$ cat config.mk
export PLATFORM = sky130hd
export DESIGN_NAME = glyph_column_feeder
export DESIGN_NICKNAME = d
export VERILOG_FILES = /design/src/rtl/glyph_column_feeder.sv
export SDC_FILE = /design/constraint.sdc
export NUM_CORES = 1
export LEC_CHECK = 0
export BUFFER_PORTS_ARGS = -buffer_cell sky130_fd_sc_hd__buf_2
export CORE_MARGIN = 2
export CORE_UTILIZATION = 35
export CTS_CLUSTER_SIZE = 40
export DETAILED_ROUTE_END_ITERATION = 10
export GPL_TIMING_DRIVEN = 0
export PLACE_DENSITY = 0.61
export SKIP_LAST_GASP = 1
export SLEW_MARGIN = 20
export SYNTH_ARGS = -nofsm -noshare
export SYNTH_HDL_FRONTEND = slang
export SYNTH_SLANG_ARGS = --single-unit
$ cat constraint.sdc
create_clock -name clk -period 2.38 [get_ports clk]
set_clock_uncertainty 0.05 [all_clocks]
set_input_delay 0.476 -clock clk [delete_from_list [all_inputs] [get_ports clk]]
set_output_delay 0.476 -clock clk [all_outputs]
set_load 0.1 [all_outputs]
$ cat src/rtl/glyph_column_feeder.sv
// glyph_column_feeder
//   Walks a message of MSG_LEN consecutive glyphs in a glyph ROM, starting
//   at START_ADDR. Each 8x8 glyph is fetched, captured, and emitted as eight
//   pixel columns followed by GAP_COLS blank columns. Successive columns are
//   spaced by STEP_DIV enabled clock cycles, and each column is offered on a
//   valid/ready beat.
//
// Ports
//   clk        : clock, rising edge
//   rst        : synchronous active-high reset
//   en         : advance enable for the step counter
//   char_addr  : glyph ROM address (registered)
//   glyph      : ROM data, one cycle after char_addr; bits 63:56 = top row,
//                bit 7 of a row byte = leftmost pixel
//   col_data   : column pixels, bit r = row r
//   col_valid  : column beat valid
//   col_ready  : downstream accepts the beat
//   last_col   : marks the final column (gap included) of the last glyph
module glyph_column_feeder #(
   parameter int MSG_LEN    = 16,
   parameter int START_ADDR = 0,
   parameter int GAP_COLS   = 1,
   parameter int STEP_DIV   = 5_000_000
) (
   input  logic        clk,
   input  logic        rst,
   input  logic        en,
   output logic [5:0]  char_addr,
   input  logic [63:0] glyph,
   output logic [7:0]  col_data,
   output logic        col_valid,
   input  logic        col_ready,
   output logic        last_col
);

   localparam int CNT_W = (STEP_DIV > 1) ? $clog2(STEP_DIV) : 1;
   localparam logic [CNT_W-1:0] CNT_LAST   = CNT_W'(STEP_DIV - 1);
   localparam logic [3:0]       COL_LAST   = 4'(7 + GAP_COLS);
   localparam logic [5:0]       ADDR_FIRST = 6'(START_ADDR);
   localparam logic [5:0]       ADDR_LAST  = 6'(START_ADDR + MSG_LEN - 1);

   if ((MSG_LEN < 1) || (MSG_LEN > 64) || (START_ADDR < 0) ||
       (START_ADDR + MSG_LEN > 64) || (GAP_COLS < 0) || (GAP_COLS > 7) ||
       (STEP_DIV < 1)) begin : g_param_check
      $error("glyph_column_feeder: illegal parameter combination");
   end

   typedef enum logic [1:0] {S_FETCH, S_LOAD, S_WAIT, S_PRESENT} state_t;

   state_t           state_q;
   logic [5:0]       addr_q;
   logic [63:0]      glyph_q;
   logic [3:0]       col_idx_q;
   logic [CNT_W-1:0] cnt_q;
   logic [7:0]       data_q;
   logic             valid_q;
   logic             last_q;

   logic [7:0]       col_d;
   logic             last_d;

   // Pixel (row r, column c) lives at bit (7-r)*8 + (7-c), which is simply
   // the 6-bit concatenation {~r, ~c}. Columns 8 and up are blank gap.
   function automatic logic [7:0] column_of(input logic [63:0] g,
                                            input logic [3:0]  idx);
      logic [7:0] c;
      logic [2:0] rr;
      c = '0;
      if (idx < 4'd8) begin
         for (int r = 0; r < 8; r++) begin
            rr    = 3'(r);
            c[rr] = g[{~rr, ~idx[2:0]}];
         end
      end
      return c;
   endfunction

   always_comb begin
      col_d  = column_of(glyph_q, col_idx_q);
      last_d = (col_idx_q == COL_LAST) && (addr_q == ADDR_LAST);
   end

   always_ff @(posedge clk) begin
      if (rst) begin
         state_q   <= S_FETCH;
         addr_q    <= ADDR_FIRST;
         glyph_q   <= '0;
         col_idx_q <= '0;
         cnt_q     <= '0;
         data_q    <= '0;
         valid_q   <= 1'b0;
         last_q    <= 1'b0;
      end else begin
         case (state_q)
            // ROM sees char_addr this cycle; data arrives during LOAD.
            S_FETCH: state_q <= S_LOAD;
            S_LOAD: begin
               glyph_q   <= glyph;
               col_idx_q <= '0;
               state_q   <= S_WAIT;
            end
            S_WAIT: begin
               if (en) begin
                  if (cnt_q == CNT_LAST) begin
                     cnt_q   <= '0;
                     data_q  <= col_d;
                     last_q  <= last_d;
                     valid_q <= 1'b1;
                     state_q <= S_PRESENT;
                  end else begin
                     cnt_q <= cnt_q + CNT_W'(1);
                  end
               end
            end
            // Beat is held until accepted; en has no effect here.
            S_PRESENT: begin
               if (col_ready) begin
                  valid_q <= 1'b0;
                  last_q  <= 1'b0;
                  if (col_idx_q == COL_LAST) begin
                     addr_q  <= (addr_q == ADDR_LAST) ? ADDR_FIRST : addr_q + 6'd1;
                     state_q <= S_FETCH;
                  end else begin
                     col_idx_q <= col_idx_q + 4'd1;
                     state_q   <= S_WAIT;
                  end
               end
            end
            default: state_q <= S_FETCH;
         endcase
      end
   end

   assign char_addr = addr_q;
   assign col_data  = data_q;
   assign col_valid = valid_q;
   assign last_col  = last_q;

endmodule

==> impl_metrics.csv, run 1 <==
group,metric,value,unit
power,p_leak,2.15,nW
setup_path,reg2regPathDepth,9,
cts,cts.clk_slew.worst_paths,70,ps
hold_path,hold_class,"in -> reg",
die,rows,42,
sta,maxSlewViolCount,0,
sta,fin_crit_sh,92.1,%
synthesis,synth_edf_count,0,
detailed_routing,drc,0,
synthesis,yosysSeqAreaShare,46.0,%
setup_path,cp_max_fo,10,
setup_path,regToRegEndpoint,"char_addr[5]",
synthesis,syn_nets,637,
sta,period_needed,2190,ps
setup_path,r2r-start,"col_idx_q[0]",
synthesis,synth_area_per_cell,8.39,µm²
setup_path,start_kind,"flop",
synthesis,synth_area,4740,µm²
grt,antenna_found_initial,0,
setup_path,crit_path_cell_trace,"clkbuf_2 > clkinv_2 > ha_1 > and3b_1 > nor2b_1 > clkbuf_4 > nand3_1 > or3_1 > a21oi_1",
detailed_routing,wirelength,11200,µm
die,fp.coreArea,13200,µm²
cts,ctsLongestPathBuffers,2,
grt,grt_max_degree,19,
sta,hold_viol_final,0,
setup_path,cp.arrival,2410,ps
setup_path,cp-end-kind,"flop",
cts,cts_tree,"yes",
sta,finalSetupViolations,0,
die,die_w,120,µm
layout,diodes,0,
cts,clk_latency,350,ps
setup_path,slowest_stage,"or3_1",
power,vdd_drop_max,0.000345,V
detailed_routing,drtPass1Iterations,4,
sta,slew-limit-headroom,34.0,%
layout,final_area,5660,µm²
sta,clock.fmax,456,MHz
grt,grt_pass1_vias,3810,
setup_path,path_class,"reg -> reg",
grt,grt_use_total,16.1,%
cts,cts.sinks,109,
synthesis,yosys_warnings,0,
cts,cts_resized,4,
layout,nNetsFinal,730,
job,cap_violations,0,
cts,cts_buffers,9,
detailed_routing,via_per_inst,4.82,
detailed_routing,wl_per_cell,13.4,µm
cts,postCtsSetupBuffers,0,
placement,gp_congestion,0.770,
die,die-area,14500,µm²
die,die_h,120,µm
die,boundaryPins,84,
layout,area_delta_synth_final,19.3,%
sta,finalSetupTns,0,ps
setup_path,cp.required,2600,ps
setup_path,setup.worst_path.start,"col_idx_q[0]",
power,power_density,663,nW/µm²
synthesis,synthCells,565,
outcome,outcome,"completed",
cts,clock-root-buffer,"clkbuf_16",
synthesis,ys_ff_latch,109,
setup_path,cpPeakStageDelay,350,ps
setup_path,r2r_slack,190,ps
synthesis,synth-async-reset-ratio,0,%
detailed_routing,antenna_left,0,
placement,portBuffers,83,
layout,drive_above_1_share,20.5,%
sta,worst_pin_slew,981,ps
placement,post_dp_cell_area,5380,µm²
setup_path,cp-endpoint,"char_addr[5]",
grt,grt_pass1_wl,18300,µm
cts,cts.htree.levels,3,
detailed_routing,routed-via-count,4035,
grt,grt_overflow,0,
cts,cts_hold_buf,0,
synthesis,yosys.cell_types.count,44,
synthesis,ys.flop_type,"dfxtp_1",
placement,place_hpwl,8350,µm
detailed_routing,first_iter_violations,236,
die,start_util,35.8,%
sta,rsz0062_at_grt,"false",
-- sequential cells by signal, indices dropped and copies added, names as in the netlist --
name       count
state_q        2
char_addr      6
glyph_q       64
last_col       1
col_valid      1
col_idx_q      4
col_data       8
cnt_q         23
-- logic make-up (layout without fill, tap and decap cells) --
kind of cell,count (synthesis),after routing,share of synthesized area (%)
compound gates,86,86,9.37
xor+xnor,27,27,4.99
fa+ha+maj,4,4,1.06
buf+inv,38,135,3.91
flops,109,109,46.0
mux,17,17,7.81
simple gates,284,284,26.8
-- critical path, delay by kind of cell (launching register included) --
kind | cells | cell delay [ps]
buf+inv | 3 | 610
simple gates | 4 | 810
compound gates | 1 | 140
fa+ha+maj | 1 | 160
flops | 1 | 330
-- layout by cell type, fill, tap and decap left out, drive strengths merged, types with 12 or more instances in the layout --
| master | instances |
|---|---|
| buf | 95 |
| nand4 | 12 |
| clkbuf | 31 |
| a21oi | 78 |
| nand2 | 187 |
| nor2 | 35 |
| mux4 | 16 |
| xor2 | 20 |
| dfxtp | 109 |
| nand3 | 18 |
-- synth_stat cells (2+ instances only) --
cell / number / share of area [%]
nand4_1: 11 / 1.5
inv_1: 3 / 0.24
ha_1: 4 / 1.1
and4_1: 2 / 0.37
buf_2: 5 / 0.53
buf_6: 3 / 0.71
mux4_2: 16 / 7.6
nor2b_1: 3 / 0.40
xor2_1: 20 / 3.7
clkbuf_1: 19 / 1.5
nand2_1: 187 / 15
nor2_1: 35 / 2.8
or4_4: 2 / 0.48
or3_1: 2 / 0.26
nor3_1: 7 / 0.74
or3_4: 2 / 0.48
nand3_1: 18 / 1.9
o21ai_0: 3 / 0.32
buf_1: 5 / 0.40
and3_1: 2 / 0.26
dfxtp_1: 109 / 46
xnor2_1: 7 / 1.3
nand2b_1: 2 / 0.26
a21oi_1: 78 / 8.2
-- worst min-delay path by stage --
stage	slack, ps	startpoint	endpoint	cells after the start
6_report	310	glyph[34]	glyph_q[34]	3
2_1_floorplan	380	glyph_q[10]	glyph_q[10]	2
3_3_place_gp	390	col_data[2]	col_data[2]	2
3_5_place_dp	400	glyph_q[0]	glyph_q[0]	2
5_1_grt	300	glyph[32]	glyph_q[32]	3
4_1_cts	300	glyph[34]	glyph_q[34]	3
-- report_power, final --
| group | leakage, nW | switching (mW) | internal, mW |
|---|---|---|---|
| Combinational | 1.14 | 0.227 | 0.158 |
| Clock | 0.127 | 0.692 | 0.720 |
| Sequential | 0.886 | 0.0457 | 1.91 |
-- area by class of cell --
class | instances | area [µm²]
tap | 176 | 220
buffer | 33 | 171
multi-input combinational | 418 | 2380
timing repair buffer | 83 | 415
clock buffer | 10 | 229
fill | 1394 | 7590
clock inverter | 5 | 43.8
sequential | 109 | 2180
inverter | 4 | 16.3
-- metal layers --
metal	track usage (%)	vias up	share of wire [%]
met2	25.6	82	47
met4	3.92	0	1.1
met3	4.91	8	4.9
met5	0	-	0
li1	-	2087	-
met1	21.3	1858	47
-- through the flow --
step	hold WS, ps	cells	power [mW]	util [%]	setup slack [ps]
4_1_cts	297	839	3.79	42.7	7.33
5_1_grt	297	838	3.92	42.7	14.8
3_3_place_gp	386	824	2.37	40.6	-386
2_1_floorplan	383	565	2.24	-	236
6_report	308	838	3.75	42.7	188
3_5_place_dp	395	824	2.38	40.6	-410
Power figures use the tool's default switching activity.
==> inputs of run 2 (changes only) <==
--- a/config.mk
+++ b/config.mk
@@ -6,6 +6,7 @@
 export NUM_CORES = 1
 export LEC_CHECK = 0
 export BUFFER_PORTS_ARGS = -buffer_cell sky130_fd_sc_hd__buf_2
+export CORE_ASPECT_RATIO = 0.8
 export CORE_MARGIN = 2
 export CORE_UTILIZATION = 35
 export CTS_CLUSTER_SIZE = 40
==> impl_metrics.csv, run 2 (same netlist as run 1, synthesis figures left out) <==
group,metric,value,unit
outcome,outcome,"completed",
setup_path,path_class,"reg -> reg",
grt,grt_overflow,0,
sta,period_needed,2220,ps
sta,slew-limit-headroom,41.8,%
hold_path,hold_class,"in -> reg",
detailed_routing,drc,0,
setup_path,start_kind,"flop",
cts,cts.sinks,109,
cts,ctsLongestPathBuffers,2,
sta,maxSlewViolCount,0,
sta,hold_viol_final,0,
layout,top_register,"glyph_q",
die,fp.coreArea,13400,µm²
layout,nNetsFinal,729,
die,die-area,14500,µm²
placement,gp_congestion,0.785,
layout,num-fill-cells,1339,
job,cap_violations,0,
detailed_routing,routed-via-count,4095,
grt,grt_use_total,16.0,%
die,rows,38,
grt,grt_pass1_vias,3826,
cts,postCtsSetupBuffers,0,
grt,grt_max_degree,19,
die,die_w,134,µm
cts,cts.clk_slew.worst_paths,70,ps
layout,diodes,0,
sta,finalSetupTns,0,ps
setup_path,cp_max_fo,10,
grt,antenna_found_initial,0,
placement,place_hpwl,8520,µm
detailed_routing,via_per_inst,4.86,
setup_path,cp-end-kind,"flop",
placement,place_ws,-452,ps
sta,fin_ws,161,ps
grt,grt_pass1_wl,18300,µm
cts,cts_buffers,9,
sta,finalSetupViolations,0,
setup_path,cp.required,2600,ps
cts,clk_latency,350,ps
layout,mostFrequentLayoutCells,"nand2_1 (187), dfxtp_1 (109), buf_2 (85)",
detailed_routing,antenna_left,0,
cts,cts_hold_buf,0,
layout,drive_above_1_share,20.8,%
layout,area_delta_synth_final,19.7,%
die,die_h,108,µm
detailed_routing,drtPass1Iterations,4,
layout,largest_register_ffs,64,
cts,cts_tree,"yes",
layout,layout_commonest_cell,"nand2_1",
power,p_leak,2.16,nW
die,boundaryPins,84,
placement,portBuffers,83,
layout,post-route-util,42.3,%
die,start_util,35.4,%
sta,clock.fmax,451,MHz
detailed_routing,first_iter_violations,291,
sta,worst_pin_slew,865,ps
sta,fin_crit_sh,93.2,%
cts,cts.htree.levels,3,
detailed_routing,wl_per_cell,13.6,µm
cts,clock-root-buffer,"clkbuf_16",
power,vdd_drop_max,0.000353,V
setup_path,cp.arrival,2440,ps
detailed_routing,wirelength,11400,µm
power,power_density,666,nW/µm²
run 2: layout make-up:
type	count	area, µm²	area share (%)
clock inverters	5	41.3	0.728
well taps	180	225	3.97
plain buffers	32	169	2.98
inverters	4	20.0	0.353
flip-flops and latches	109	2180	38.5
repair buffers	83	415	7.32
clock buffers	11	243	4.28
multi-input cells	418	2380	41.9
run 2: path summary, 6_finish.rpt:
kind              cells after the start            to         start  slack [ps]
hold / removal                        3   glyph_q[51]     glyph[51]         310
setup reg to reg                      9  char_addr[5]  col_idx_q[0]         160
setup / recovery                      9  char_addr[5]  col_idx_q[0]         160
hold reg to reg                       2   glyph_q[31]   glyph_q[31]         400
run 2: timing repair:
action | CTS | global route
gates cloned | 0 | 0
pin swaps | 0 | 0
setup endpoints to repair | 10 | 27
resized for setup | 5 | 6
hold endpoints to repair | 0 | 0
run 2: critical path: stages (launching register included):
cell      delay, ps
dfxtp_1         330
clkbuf_2        240
clkinv_4        150
ha_1            150
and3b_1         220
nor2b_1         160
clkbuf_4        210
nand3_1         110
or3_1           370
a21oi_1         140
run 2: power breakdown:
part | internal, mW | switching, mW
Sequential | 1.91 | 0.0465
Combinational | 0.158 | 0.231
Clock | 0.751 | 0.685
Total | 2.82 | 0.963
run 2: per-layer routing:
layer	global-route usage [%]	part of all wire, %
met1	21.7	48
met4	3.98	1.1
met2	25.3	45
met5	0	0
met3	4.64	6.4
run 2: stage by stage:
step | total power [mW] | instances | area [µm²] | hold WS (ps)
final | 3.78 | 842 | 5670 | 310
after global routing | 3.93 | 842 | 5670 | 300
after CTS | 3.81 | 844 | 5670 | 303
after detailed placement | 2.39 | 828 | 5380 | 397
after global placement | 2.37 | 828 | 5380 | 387
after floorplan | 2.24 | 565 | 4740 | 383
